[config.mk]
export PLATFORM = sky130hd
export DESIGN_NAME = cmd_bus_arbiter
export DESIGN_NICKNAME = d
export VERILOG_FILES = /design/src/rtl/cmd_bus_arbiter.sv
export SDC_FILE = /design/constraint.sdc
export NUM_CORES = 1
export LEC_CHECK = 0
export CORE_MARGIN = 10
export CORE_UTILIZATION = 40
export CTS_BUF_LIST = sky130_fd_sc_hd__clkbuf_8
export DETAILED_ROUTE_END_ITERATION = 16
export PLACE_DENSITY = 0.83
export SLEW_MARGIN = 0
export SYNTH_ARGS = -nofsm -noshare
export SYNTH_HDL_FRONTEND = slang
export SYNTH_SLANG_ARGS = --single-unit
[constraint.sdc]
create_clock -name clk -period 3.5 [get_ports clk]
set_clock_uncertainty 0.05 [all_clocks]
set_input_delay 0.525 -clock clk [delete_from_list [all_inputs] [get_ports clk]]
set_output_delay 0.525 -clock clk [all_outputs]
set_load 0.01 [all_outputs]
[src/rtl/cmd_bus_arbiter.sv]
// Round-robin owner of the external command bus: one setup/strobe/hold cycle per grant, done pulse on return to IDLE.
// Optional CMD_BUS_WAIT_EN adds cmd_bus_wait strobe extension (255-cycle limit) and a timeout pulse.
module cmd_bus_arbiter #(
  parameter int NUM_REQ    = 3,
  parameter int ADDR_W     = 19,
  parameter int DATA_W     = 16,
  parameter int STROBE_CYC = 2,
  parameter int HOLD_CYC   = 1
) (
  input  logic                      clk,
  input  logic                      rst,
  input  logic [NUM_REQ-1:0]        req,
  input  logic [NUM_REQ-1:0]        req_wr,
  input  logic [NUM_REQ*ADDR_W-1:0] req_addr,
  input  logic [NUM_REQ*DATA_W-1:0] req_wdata,
  output logic [NUM_REQ-1:0]        done,
  output logic [DATA_W-1:0]         rd_data,
  output logic                      busy,
  output logic [ADDR_W-1:0]         cmd_bus_addr,
  output logic [DATA_W-1:0]         cmd_bus_data,
  input  logic [DATA_W-1:0]         cmd_bus_din,
  output logic                      cmd_bus_en,
  output logic                      cmd_bus_rd,
  output logic                      cmd_bus_wr
`ifdef CMD_BUS_WAIT_EN
  ,
  input  logic                      cmd_bus_wait,
  output logic                      timeout
`endif
);

  localparam int IDX_W   = (NUM_REQ > 1) ? $clog2(NUM_REQ) : 1;
  localparam int CNT_MAX = (STROBE_CYC > HOLD_CYC) ? STROBE_CYC : HOLD_CYC;
  localparam int CNT_W   = (CNT_MAX > 1) ? $clog2(CNT_MAX) : 1;

  typedef enum logic [1:0] {S_IDLE, S_SETUP, S_STROBE, S_HOLD} state_t;

  state_t             state_q, state_d;
  logic [IDX_W-1:0]   ptr_q, ptr_d;
  logic [IDX_W-1:0]   gnt_q, gnt_d;
  logic               wr_q, wr_d;
  logic [CNT_W-1:0]   cnt_q, cnt_d;
  logic [NUM_REQ-1:0] done_q, done_d;
  logic [DATA_W-1:0]  rd_data_q, rd_data_d;
  logic               busy_q, busy_d;
  logic [ADDR_W-1:0]  addr_q, addr_d;
  logic [DATA_W-1:0]  data_q, data_d;
  logic               en_q, en_d;
  logic               rd_q, rd_d;
  logic               wrs_q, wrs_d;
`ifdef CMD_BUS_WAIT_EN
  logic [7:0]         ext_q, ext_d;
  logic               to_q, to_d;
  logic               timeout_q, timeout_d;
`endif

  logic [NUM_REQ-1:0] eligible;
  logic               gnt_found;
  logic [IDX_W-1:0]   gnt_idx;
  logic [IDX_W-1:0]   cand;
  logic               strobe_end;

  // A requester whose done pulse is showing this cycle is masked, so it cannot re-win immediately.
  always_comb begin
    eligible  = req & ~done_q;
    gnt_found = 1'b0;
    gnt_idx   = ptr_q;
    cand      = '0;
    for (int k = 1; k <= NUM_REQ; k++) begin
      cand = IDX_W'((int'(ptr_q) + k) % NUM_REQ);
      if (!gnt_found && eligible[cand]) begin
        gnt_found = 1'b1;
        gnt_idx   = cand;
      end
    end
  end

  always_comb begin
    state_d    = state_q;
    ptr_d      = ptr_q;
    gnt_d      = gnt_q;
    wr_d       = wr_q;
    cnt_d      = cnt_q;
    done_d     = '0;
    rd_data_d  = rd_data_q;
    busy_d     = busy_q;
    addr_d     = addr_q;
    data_d     = data_q;
    en_d       = en_q;
    rd_d       = rd_q;
    wrs_d      = wrs_q;
    strobe_end = 1'b0;
`ifdef CMD_BUS_WAIT_EN
    ext_d      = ext_q;
    to_d       = to_q;
    timeout_d  = 1'b0;
`endif
    case (state_q)
      S_IDLE: begin
        if (gnt_found) begin
          state_d = S_SETUP;
          busy_d  = 1'b1;
          ptr_d   = gnt_idx;
          gnt_d   = gnt_idx;
          wr_d    = req_wr[gnt_idx];
          addr_d  = req_addr[int'(gnt_idx)*ADDR_W +: ADDR_W];
          data_d  = req_wr[gnt_idx] ? req_wdata[int'(gnt_idx)*DATA_W +: DATA_W] : '0;
          en_d    = 1'b1;
        end
      end
      S_SETUP: begin
        state_d = S_STROBE;
        cnt_d   = CNT_W'(STROBE_CYC - 1);
        rd_d    = !wr_q;
        wrs_d   = wr_q;
`ifdef CMD_BUS_WAIT_EN
        ext_d   = '0;
        to_d    = 1'b0;
`endif
      end
      S_STROBE: begin
        if (cnt_q != '0) cnt_d = cnt_q - 1'b1;
`ifdef CMD_BUS_WAIT_EN
        else if (cmd_bus_wait && ext_q != 8'hFF) ext_d = ext_q + 8'd1;
`endif
        else strobe_end = 1'b1;
        if (strobe_end) begin
          state_d = S_HOLD;
          cnt_d   = CNT_W'(HOLD_CYC - 1);
          rd_d    = 1'b0;
          wrs_d   = 1'b0;
          if (!wr_q) rd_data_d = cmd_bus_din;
`ifdef CMD_BUS_WAIT_EN
          // Still waiting after the last allowed extension: give up, report zero data.
          to_d = cmd_bus_wait;
          if (!wr_q && cmd_bus_wait) rd_data_d = '0;
`endif
        end
      end
      S_HOLD: begin
        if (cnt_q != '0) begin
          cnt_d = cnt_q - 1'b1;
        end else begin
          state_d        = S_IDLE;
          busy_d         = 1'b0;
          en_d           = 1'b0;
          done_d[gnt_q]  = 1'b1;
`ifdef CMD_BUS_WAIT_EN
          timeout_d      = to_q;
`endif
        end
      end
      default: state_d = S_IDLE;
    endcase
  end

  always_ff @(posedge clk) begin
    if (rst) begin
      state_q   <= S_IDLE;
      ptr_q     <= IDX_W'(NUM_REQ - 1);
      gnt_q     <= '0;
      wr_q      <= 1'b0;
      cnt_q     <= '0;
      done_q    <= '0;
      rd_data_q <= '0;
      busy_q    <= 1'b0;
      addr_q    <= '0;
      data_q    <= '0;
      en_q      <= 1'b0;
      rd_q      <= 1'b0;
      wrs_q     <= 1'b0;
`ifdef CMD_BUS_WAIT_EN
      ext_q     <= '0;
      to_q      <= 1'b0;
      timeout_q <= 1'b0;
`endif
    end else begin
      state_q   <= state_d;
      ptr_q     <= ptr_d;
      gnt_q     <= gnt_d;
      wr_q      <= wr_d;
      cnt_q     <= cnt_d;
      done_q    <= done_d;
      rd_data_q <= rd_data_d;
      busy_q    <= busy_d;
      addr_q    <= addr_d;
      data_q    <= data_d;
      en_q      <= en_d;
      rd_q      <= rd_d;
      wrs_q     <= wrs_d;
`ifdef CMD_BUS_WAIT_EN
      ext_q     <= ext_d;
      to_q      <= to_d;
      timeout_q <= timeout_d;
`endif
    end
  end

  assign done         = done_q;
  assign rd_data      = rd_data_q;
  assign busy         = busy_q;
  assign cmd_bus_addr = addr_q;
  assign cmd_bus_data = data_q;
  assign cmd_bus_en   = en_q;
  assign cmd_bus_rd   = rd_q;
  assign cmd_bus_wr   = wrs_q;
`ifdef CMD_BUS_WAIT_EN
  assign timeout      = timeout_q;
`endif

endmodule

Word level (Yosys, flattened, before mapping)
Index checks and enable logic that the tools add are counted.

Register bits: 65. Latch bits: 0. Bits in writable memories: 0. ROM bits: 0. Memories: 0.

Add/sub/neg operators: 4. Multiply operators: 1. Divide/modulo/power cells: 3. Order comparisons: 6. Equality and inequality tests: 6. Shift-type cells: 2. Muxes and demuxes: 32. Bitwise logic cells: 4. Reductions and logical operators: 16.

Operators by type and width (count): $mod A32 B3 Y32 const B (3); $shiftx A57 B8 Y19 (1); $shiftx A48 B7 Y16 (1); $mux W16 (1); $lt A2 B3 Y1 const B (5); $mux W1 (15); $mux W2 (6); $reduce_and A3 Y1 (3); $bmux W1 S2 (4); $pmux W2 S4 (1); $mul A2 B5 Y7 const B (1); $add A2 B2 Y3 const B (2); $ne A2 B2 Y1 const B (3); $pmux W1 S2 (3); $eq A2 B2 Y1 const B (2); $reduce_and A2 Y1 (2); $reduce_bool A2 Y1 (2); $add A2 B1 Y3 const B (1); $and A3 B3 Y3 (1); $logic_and A1 B1 Y1 (3); $logic_not A1 Y1 (3); $not A3 Y3 (1); $pmux W1 S3 (1); $reduce_bool A3 Y1 (1); other kinds (7) (8).

Depth between registers and ports, before layout
Gate-level depths: netlist of run 1.

Depth after elaboration: 14. Depth in mapped cells: 12. Mapped depth without buffers: 9.

Least setup slack after synthesis of run 1
OpenSTA, ideal clock, no wires.

Path type: reg2reg. Start: register ptr_q[0]. End: register addr_q[10] (netlist: cmd_bus_addr[10]). Library setup time: 0.128 ns. Arrival time: 2.731 ns. Required time: 3.322 ns. Slack: 0.592 ns. Stages on the path, launching flop included: 12. Path buffers: 2. Clock period less this slack: 2.908 ns. Cells stage by stage: dfxtp_1 -> inv_1 -> ha_1 -> buf_6 -> nor4bb_4 -> a211o_4 -> o221a_2 -> o21ai_4 -> buf_2 -> mux2_2 -> a222oi_1 -> nor2_1.

Longest elaborated chain between the ends: 13. Elaborated cells between the ends (all ways): 25. Classes of those cells: 3 x add/sub; 1 x mul; 3 x div; 1 x shift; 12 x mux; 5 x reduce/logical.

RTL lines: start, declared (line 39) `logic [IDX_W-1:0] ptr_q, ptr_d;`; start signal, assigned (line 160) `ptr_q <= IDX_W'(NUM_REQ - 1);`; start signal, assigned (line 179) `ptr_q <= ptr_d;`; $add A2 B1 Y3 (line 70) `cand = IDX_W'((int'(ptr_q) + k) % NUM_REQ);`; $mod A32 B3 Y32 (line 70); $bmux W1 S2 (line 71) `if (!gnt_found && eligible[cand]) begin`; $mux W1 (implied by the code) (line 71); $mux W1 (line 71); $logic_not A1 Y1 (line 71); $logic_and A1 B1 Y1 (line 71); $mux W1 (line 71); $logic_not A1 Y1 (line 71); $logic_and A1 B1 Y1 (line 71); $mux W2 (line 71); $mul A2 B5 Y7 (line 106) `addr_d = req_addr[int'(gnt_idx)*ADDR_W +: ADDR_W];`; $shiftx A57 B8 Y19 (line 106); end signal, assigned (line 186) `addr_q <= addr_d;`; end, declared (line 46) `logic [ADDR_W-1:0] addr_q, addr_d;`.

Several ways; a longest one is shown, not always the timed one. The select of a mux whose other input is x is not followed. A chain may end at the register's enable or synchronous reset.

Worst setup path after layout of run 1
Start: register ptr_q[0]. End: register data_q[5] (netlist: cmd_bus_data[5]).

Longest elaborated chain between the ends: 14. Elaborated cells between the ends (all ways): 27. Classes of those cells: 3 x add/sub; 3 x div; 1 x shift; 15 x mux; 5 x reduce/logical.

RTL lines: branches (longest 14 deep; another with $mod A32 B3 Y32); end signal, assigned (line 187) `data_q <= data_d;`; end, declared (line 47) `logic [DATA_W-1:0] data_q, data_d;`.

Parallel ways; which one is timed is not known. The select of a mux whose other input is x is not followed.

==> impl_metrics.env, run 1 <==
export IMPL_die_area_um2=12500
export IMPL_met1Wirelength_mm=4.67
export IMPL_area_growth_pct=63.8
export IMPL_holdWs_ps=406
export IMPL_drive_gt1_frac=0.143
export IMPL_fin_ws_ps=234
export IMPL_top_layer="met4"
export IMPL_power_density_nw_per_um2=839
export IMPL_post_cts_repair_setup_buffers=0
export IMPL_postRouteAntennaNets=0
export IMPL_wl_per_cell_um=18.6
export IMPL_ys_seq_elements=64
export IMPL_pre_cts_ws_ps=145
export IMPL_wirelength_mm=12.1
export IMPL_cap_violations=0
export IMPL_numPortBuffers=186
export IMPL_grt_max_degree=40
export IMPL_cts_hold_buf=0
export IMPL_die_x_um=112
export IMPL_synth_area_leaders="dfxtp_1, mux2_2, a222oi_1, nand2_1, nor2_1"
export IMPL_synth_ff_type="dfxtp_1"
export IMPL_async_flop_share=0
export IMPL_grt_usage=0.181
export IMPL_vias_per_cell=5.47
export IMPL_die_y_um=112
export IMPL_diodes=0
export IMPL_status="complete, no violations"
export IMPL_globalplace_congestion=0.907
export IMPL_layout_min_cycle_time_ps=3270
export IMPL_drt_iter0_drc=167
export IMPL_leakagePower_uw=0.00197
export IMPL_synth_fp_nets=505
export IMPL_vias=3563
export IMPL_synth_top_area_cell="dfxtp_1"
export IMPL_switching_share=0.407
export IMPL_rsz0062_at_grt="false"
export IMPL_p_seq_frac=0.235
export IMPL_crit_arrival_ps=3390
export IMPL_ys_warn_count=0
export IMPL_grt_pass1_wl_mm=18.9
export IMPL_max_freq_ghz=0.306
export IMPL_cts_sinks=64
export IMPL_post_cts_resized=0
export IMPL_ys_seq_area_frac=0.380
export IMPL_avgSynthCellArea_um2=9.17
export IMPL_path_max_fanout=21
export IMPL_antenna_found_initial=0
export IMPL_drt_drc_violations_left=0
export IMPL_synth_edf_count=0
export IMPL_rows=33
export IMPL_p_int_uw=2750
export IMPL_path_clk_slew_ps=80
export IMPL_hp_class="flop to flop"
export IMPL_n_fill_cell=644
export IMPL_finalNonFillerCells=651
export IMPL_placed_cells=635
export IMPL_crit_path_end_kind="flop"
export IMPL_gr_total_overflow=0
export IMPL_syn_inst=368
export IMPL_setup_violations=0
export IMPL_grt_pass1_vias=3707
export IMPL_dpl_cell_area_um2=5290
export IMPL_comb_power_share=0.611
export IMPL_htree_levels=3
export IMPL_maxSlewViolCount=0
export IMPL_max_slew_margin_rel=0.528
export IMPL_start_kind="flop"
export IMPL_tightest_slew_ps=707
export IMPL_clock_latency_ps=330
export IMPL_ys_types=45
export IMPL_syn_area_um2=3370
export IMPL_pin_count=187
export IMPL_hold_viol=0
export IMPL_finalInstanceArea_um2=5520
export IMPL_crit_type="flop to flop"
export IMPL_fin_nets=678
export IMPL_cts_root_buffer="clkbuf_8"
export IMPL_ys_top_cells_by_count="dfxtp_1, nand2_1, mux2_2, nor2_1, a222oi_1"
export IMPL_post_route_period_util=0.933
export IMPL_yosysMostFrequentCell="dfxtp_1"
export IMPL_hpwl_mm=9.41
export IMPL_yosys_area_top_type_share=0.380
export IMPL_first_pass_iters=6
export IMPL_wl_met3_mm=1.25
export IMPL_cts_inserted_buffers=9
export IMPL_clock_path_buffers=2
export IMPL_route_met2_wl_mm=6.06
export IMPL_cts_tree="built"
export IMPL_core_um2=8220
export IMPL_irDropWorstVdd_mv=0.393
export IMPL_setup_tns_ps=0
export IMPL_initial_core_util=0.411
export IMPL_power_switching_uw=1890
export IMPL_clockPowerShare=0.155
export IMPL_required_ps=3630
==> layer usage <==
layer,track usage,vias to the layer above
met4,0.0514,0
met1,0.195,1668
met3,0.0816,11
li1,-,1732
met5,0,-
met2,0.312,152
==> state kept, by name, summed over array words and instances (netlist names) <==
signal,count
cmd_bus_addr,19
cmd_bus_data,16
rd_data,16
done,3
ptr_q,2
state_q,2
cmd_bus_en,1
cmd_bus_rd,1
cmd_bus_wr,1
cnt_q,1
gnt_q,1
wr_q,1
==> path summary, 6_finish.rpt <==
kind	slack [ps]	endpoint	cells past startpoint	start
setup / recovery	230	cmd_bus_data[5]$_SDFFE_PP0P_	10	ptr_q[0]$_SDFFE_PP0P_
setup reg to reg	230	cmd_bus_data[5]$_SDFFE_PP0P_	10	ptr_q[0]$_SDFFE_PP0P_
hold reg to reg	410	rd_data[9]$_SDFFE_PP0P_	2	rd_data[9]$_SDFFE_PP0P_
hold / removal	410	rd_data[9]$_SDFFE_PP0P_	2	rd_data[9]$_SDFFE_PP0P_
==> power by group through the flow <==
stage | clock [µW] | sequential [µW] | combinational, µW
floorplan | 0 | 1150 | 1840
global placement | 0 | 1090 | 2770
detailed placement | 0 | 1100 | 2830
CTS | 736 | 1090 | 2850
global route | 763 | 1110 | 3090
finish | 716 | 1090 | 2830
==> cell families after synthesis <==
family / share of synthesized area
adders and majority gates: 0.0297
AOI/OAI and AO/OA: 0.244
buffers and inverters: 0.0575
and+or+nand+nor: 0.169
DFF: 0.380
muxes: 0.120
==> worst max-delay path, stage by stage, from the launching register on <==
cell and delay [ps]:
dfxtp_1 470, inv_1 130, ha_1 310, nor4bb_4 240
a211o_4 330, o221a_2 280, o21ai_4 180, buf_12 190
a2bb2oi_1 170, a211o_1 600, a211oi_1 160
==> placed cells by master, fill, tap and decap left out, types with 7 or more instances in the layout <==
cell type	instances
mux2_2	35
a222oi_1	29
clkdlybuf4s50_1	185
inv_1	8
buf_4	7
nor2_1	32
a21oi_1	24
dfxtp_1	64
clkbuf_8	10
nor3_1	8
a211oi_2	9
a211oi_1	8
ha_1	8
nand2_1	53
==> final cells by class <==
cell class	instances	area, µm²	share of cell area
clock buffers	10	138	0.0249
clock inverters	6	91.3	0.0165
inverters	8	30.0	0.00544
multi-input cells	264	1920	0.348
flip-flops and latches	64	1280	0.232
well taps	105	131	0.0238
repair buffers	194	1930	0.349
==> stage by stage <==
| stage | power [µW] | util |
|---|---|---|
| 6_report | 4630 | 0.672 |
| 5_1_grt | 4960 | 0.672 |
| 4_1_cts | 4670 | 0.672 |
| 3_5_place_dp | 3930 | 0.644 |
| 3_3_place_gp | 3850 | 0.644 |
| 2_1_floorplan | 2990 | - |
Note: power is estimated with default switching activity, not from simulation.
==> run 2: changes to the inputs <==
- PLACE_DENSITY: 0.83 -> default
- PLACE_DENSITY_LB_ADDON: default -> 0.08
==> impl_metrics.env, run 2 (same netlist as run 1, synthesis figures left out) <==
export IMPL_setup_tns_ps=0
export IMPL_die_area_um2=12500
export IMPL_diodes=0
export IMPL_wirelength_mm=12.1
export IMPL_path_max_fanout=15
export IMPL_placed_cells=637
export IMPL_r2r_start="ptr_q[0]$_SDFFE_PP0P_"
export IMPL_crit_path_start="ptr_q[0]$_SDFFE_PP0P_"
export IMPL_p_int_uw=2670
export IMPL_leakagePower_uw=0.00196
export IMPL_status="complete, no violations"
export IMPL_tightest_slew_ps=1030
export IMPL_power_density_nw_per_um2=827
export IMPL_crit_type="flop to flop"
export IMPL_max_slew_margin_rel=0.310
export IMPL_initial_core_util=0.411
export IMPL_grt_usage=0.183
export IMPL_p_seq_frac=0.238
export IMPL_cts_sinks=64
export IMPL_wl_per_cell_um=18.5
export IMPL_worstSetupPathDepth=10
export IMPL_largest_reg_flops=19
export IMPL_area_growth_pct=63.2
export IMPL_crit_arrival_ps=3340
export IMPL_critPathCapture="cmd_bus_data[2]$_SDFFE_PP0P_"
export IMPL_rr_endpoint="cmd_bus_data[2]$_SDFFE_PP0P_"
export IMPL_maxSlewViolCount=0
export IMPL_hp_class="flop to flop"
export IMPL_cts_inserted_buffers=9
export IMPL_grt_pass1_vias=3736
export IMPL_regArea_um2=1280
export IMPL_crit_chain="inv_1 -> ha_1 -> nor4b_1 -> a211o_4 -> nor2_1 -> o31ai_4 -> a21oi_1 -> a211o_1 -> buf_4 -> a211oi_1"
export IMPL_reg2reg_depth=10
export IMPL_power_switching_uw=1880
export IMPL_grt_max_degree=49
export IMPL_cp_slowest_stage_delay_ps=480
export IMPL_first_pass_iters=6
export IMPL_critPathSlowestCell="o31ai_4"
export IMPL_switching_share=0.414
export IMPL_layout_min_cycle_time_ps=3150
export IMPL_pin_count=187
export IMPL_path_clk_slew_ps=70
export IMPL_comb_power_share=0.624
export IMPL_layout_common_cells="clkdlybuf4s50_1, dfxtp_1, nand2_1, mux2_2, nor2_1"
export IMPL_numPortBuffers=186
export IMPL_clock_path_buffers=2
export IMPL_n_fill_cell=692
export IMPL_layout_commonest_cell="clkdlybuf4s50_1"
export IMPL_max_freq_ghz=0.317
export IMPL_die_x_um=112
export IMPL_hold_viol=0
export IMPL_cts_tree="built"
export IMPL_finalNonFillerCells=653
export IMPL_worst_path_buf_inv=2
export IMPL_vias=3539
export IMPL_core_um2=8220
export IMPL_irDropWorstVdd_mv=0.466
export IMPL_die_y_um=112
export IMPL_post_cts_repair_setup_buffers=0
export IMPL_rsz0062_at_grt="false"
export IMPL_antenna_found_initial=0
export IMPL_post_route_period_util=0.900
export IMPL_critical_path_top_delay_family="compound AO/OA/AOI/OAI gates"
export IMPL_rows=33
export IMPL_multi_input_area_um2=1920
export IMPL_vias_per_cell=5.42
export IMPL_grt_pass1_wl_mm=19.1
export IMPL_clock_latency_ps=330
export IMPL_required_ps=3690
export IMPL_postRouteAntennaNets=0
export IMPL_globalplace_congestion=0.839
export IMPL_setup_violations=0
export IMPL_cap_violations=0
export IMPL_crit_path_end_kind="flop"
export IMPL_reg2reg_slack_ps=350
export IMPL_clockPowerShare=0.138
export IMPL_drt_drc_violations_left=0
export IMPL_gr_total_overflow=0
export IMPL_post_cts_resized=0
export IMPL_htree_levels=3
export IMPL_start_kind="flop"
export IMPL_min_from="rd_data[6]$_SDFFE_PP0P_"
export IMPL_cts_root_buffer="clkbuf_8"
export IMPL_drt_iter0_drc=181
export IMPL_cts_hold_buf=0
export IMPL_fin_nets=680
export IMPL_drive_gt1_frac=0.142
export IMPL_hpwl_mm=9.52
[run 2: cell types whose count changed in the layout (fill, tap and decap cells not counted), sizes merged]
cell      before  now
clkbuf        10    9
bufinv         2    1
inv            9   10
clkinvlp       0    1
buf            9   11
[run 2: power groups by stage]
stage / registers, µW / clock network, µW / logic (µW)
2_1_floorplan: 1150 / 0 / 1840
3_3_place_gp: 1080 / 0 / 2810
3_5_place_dp: 1100 / 0 / 2860
4_1_cts: 1080 / 645 / 2870
5_1_grt: 1110 / 677 / 3110
6_report: 1080 / 627 / 2840
[run 2: area by class of cell]
type / count / area share
timing repair buffer: 196 / 0.353
tap: 105 / 0.0239
clock inverter: 7 / 0.0132
sequential: 64 / 0.233
inverter: 8 / 0.00546
multi-input combinational: 264 / 0.349
clock buffer: 9 / 0.0225
[run 2: how the worst min path moves through the flow]
stage	endpoint	slack [ps]	depth (start not counted)
global route	rd_data[1]$_SDFFE_PP0P_	420	2
floorplan	done[0]$_SDFF_PP0_	390	1
global placement	rd_data[6]$_SDFFE_PP0P_	390	2
finish	rd_data[6]$_SDFFE_PP0P_	400	2
CTS	rd_data[15]$_SDFFE_PP0P_	410	2
detailed placement	rd_data[15]$_SDFFE_PP0P_	400	2
[run 2: layer usage]
layer  global-route usage  up-vias  wire [µm]
li1                     -     1733          -
met5                    0        -          0
met4               0.0506        0         74
met3               0.0913        6       1280
met2                0.312      142       5960
met1                0.197     1658       4800
[run 2: worst reg2reg max path: stages, from the launching register on]
cell and delay (ps):
dfxtp_1 440, inv_1 120, ha_1 310, nor4b_1 470, a211o_4 230, nor2_1 80, o31ai_4 480, a21oi_1 80
a211o_1 350, buf_4 230, a211oi_1 230
[run 2: metrics by stage]
stage	cell area [µm²]	hold WS, ps	power, µW	setup WS (ps)	utilization
after CTS	5500	407	4600	180	0.670
final	5500	404	4550	350	0.670
after global placement	5310	391	3900	142	0.646
after detailed placement	5310	396	3950	78.0	0.646
after global routing	5500	425	4890	27.6	0.670
after floorplan	3370	387	2990	592	-
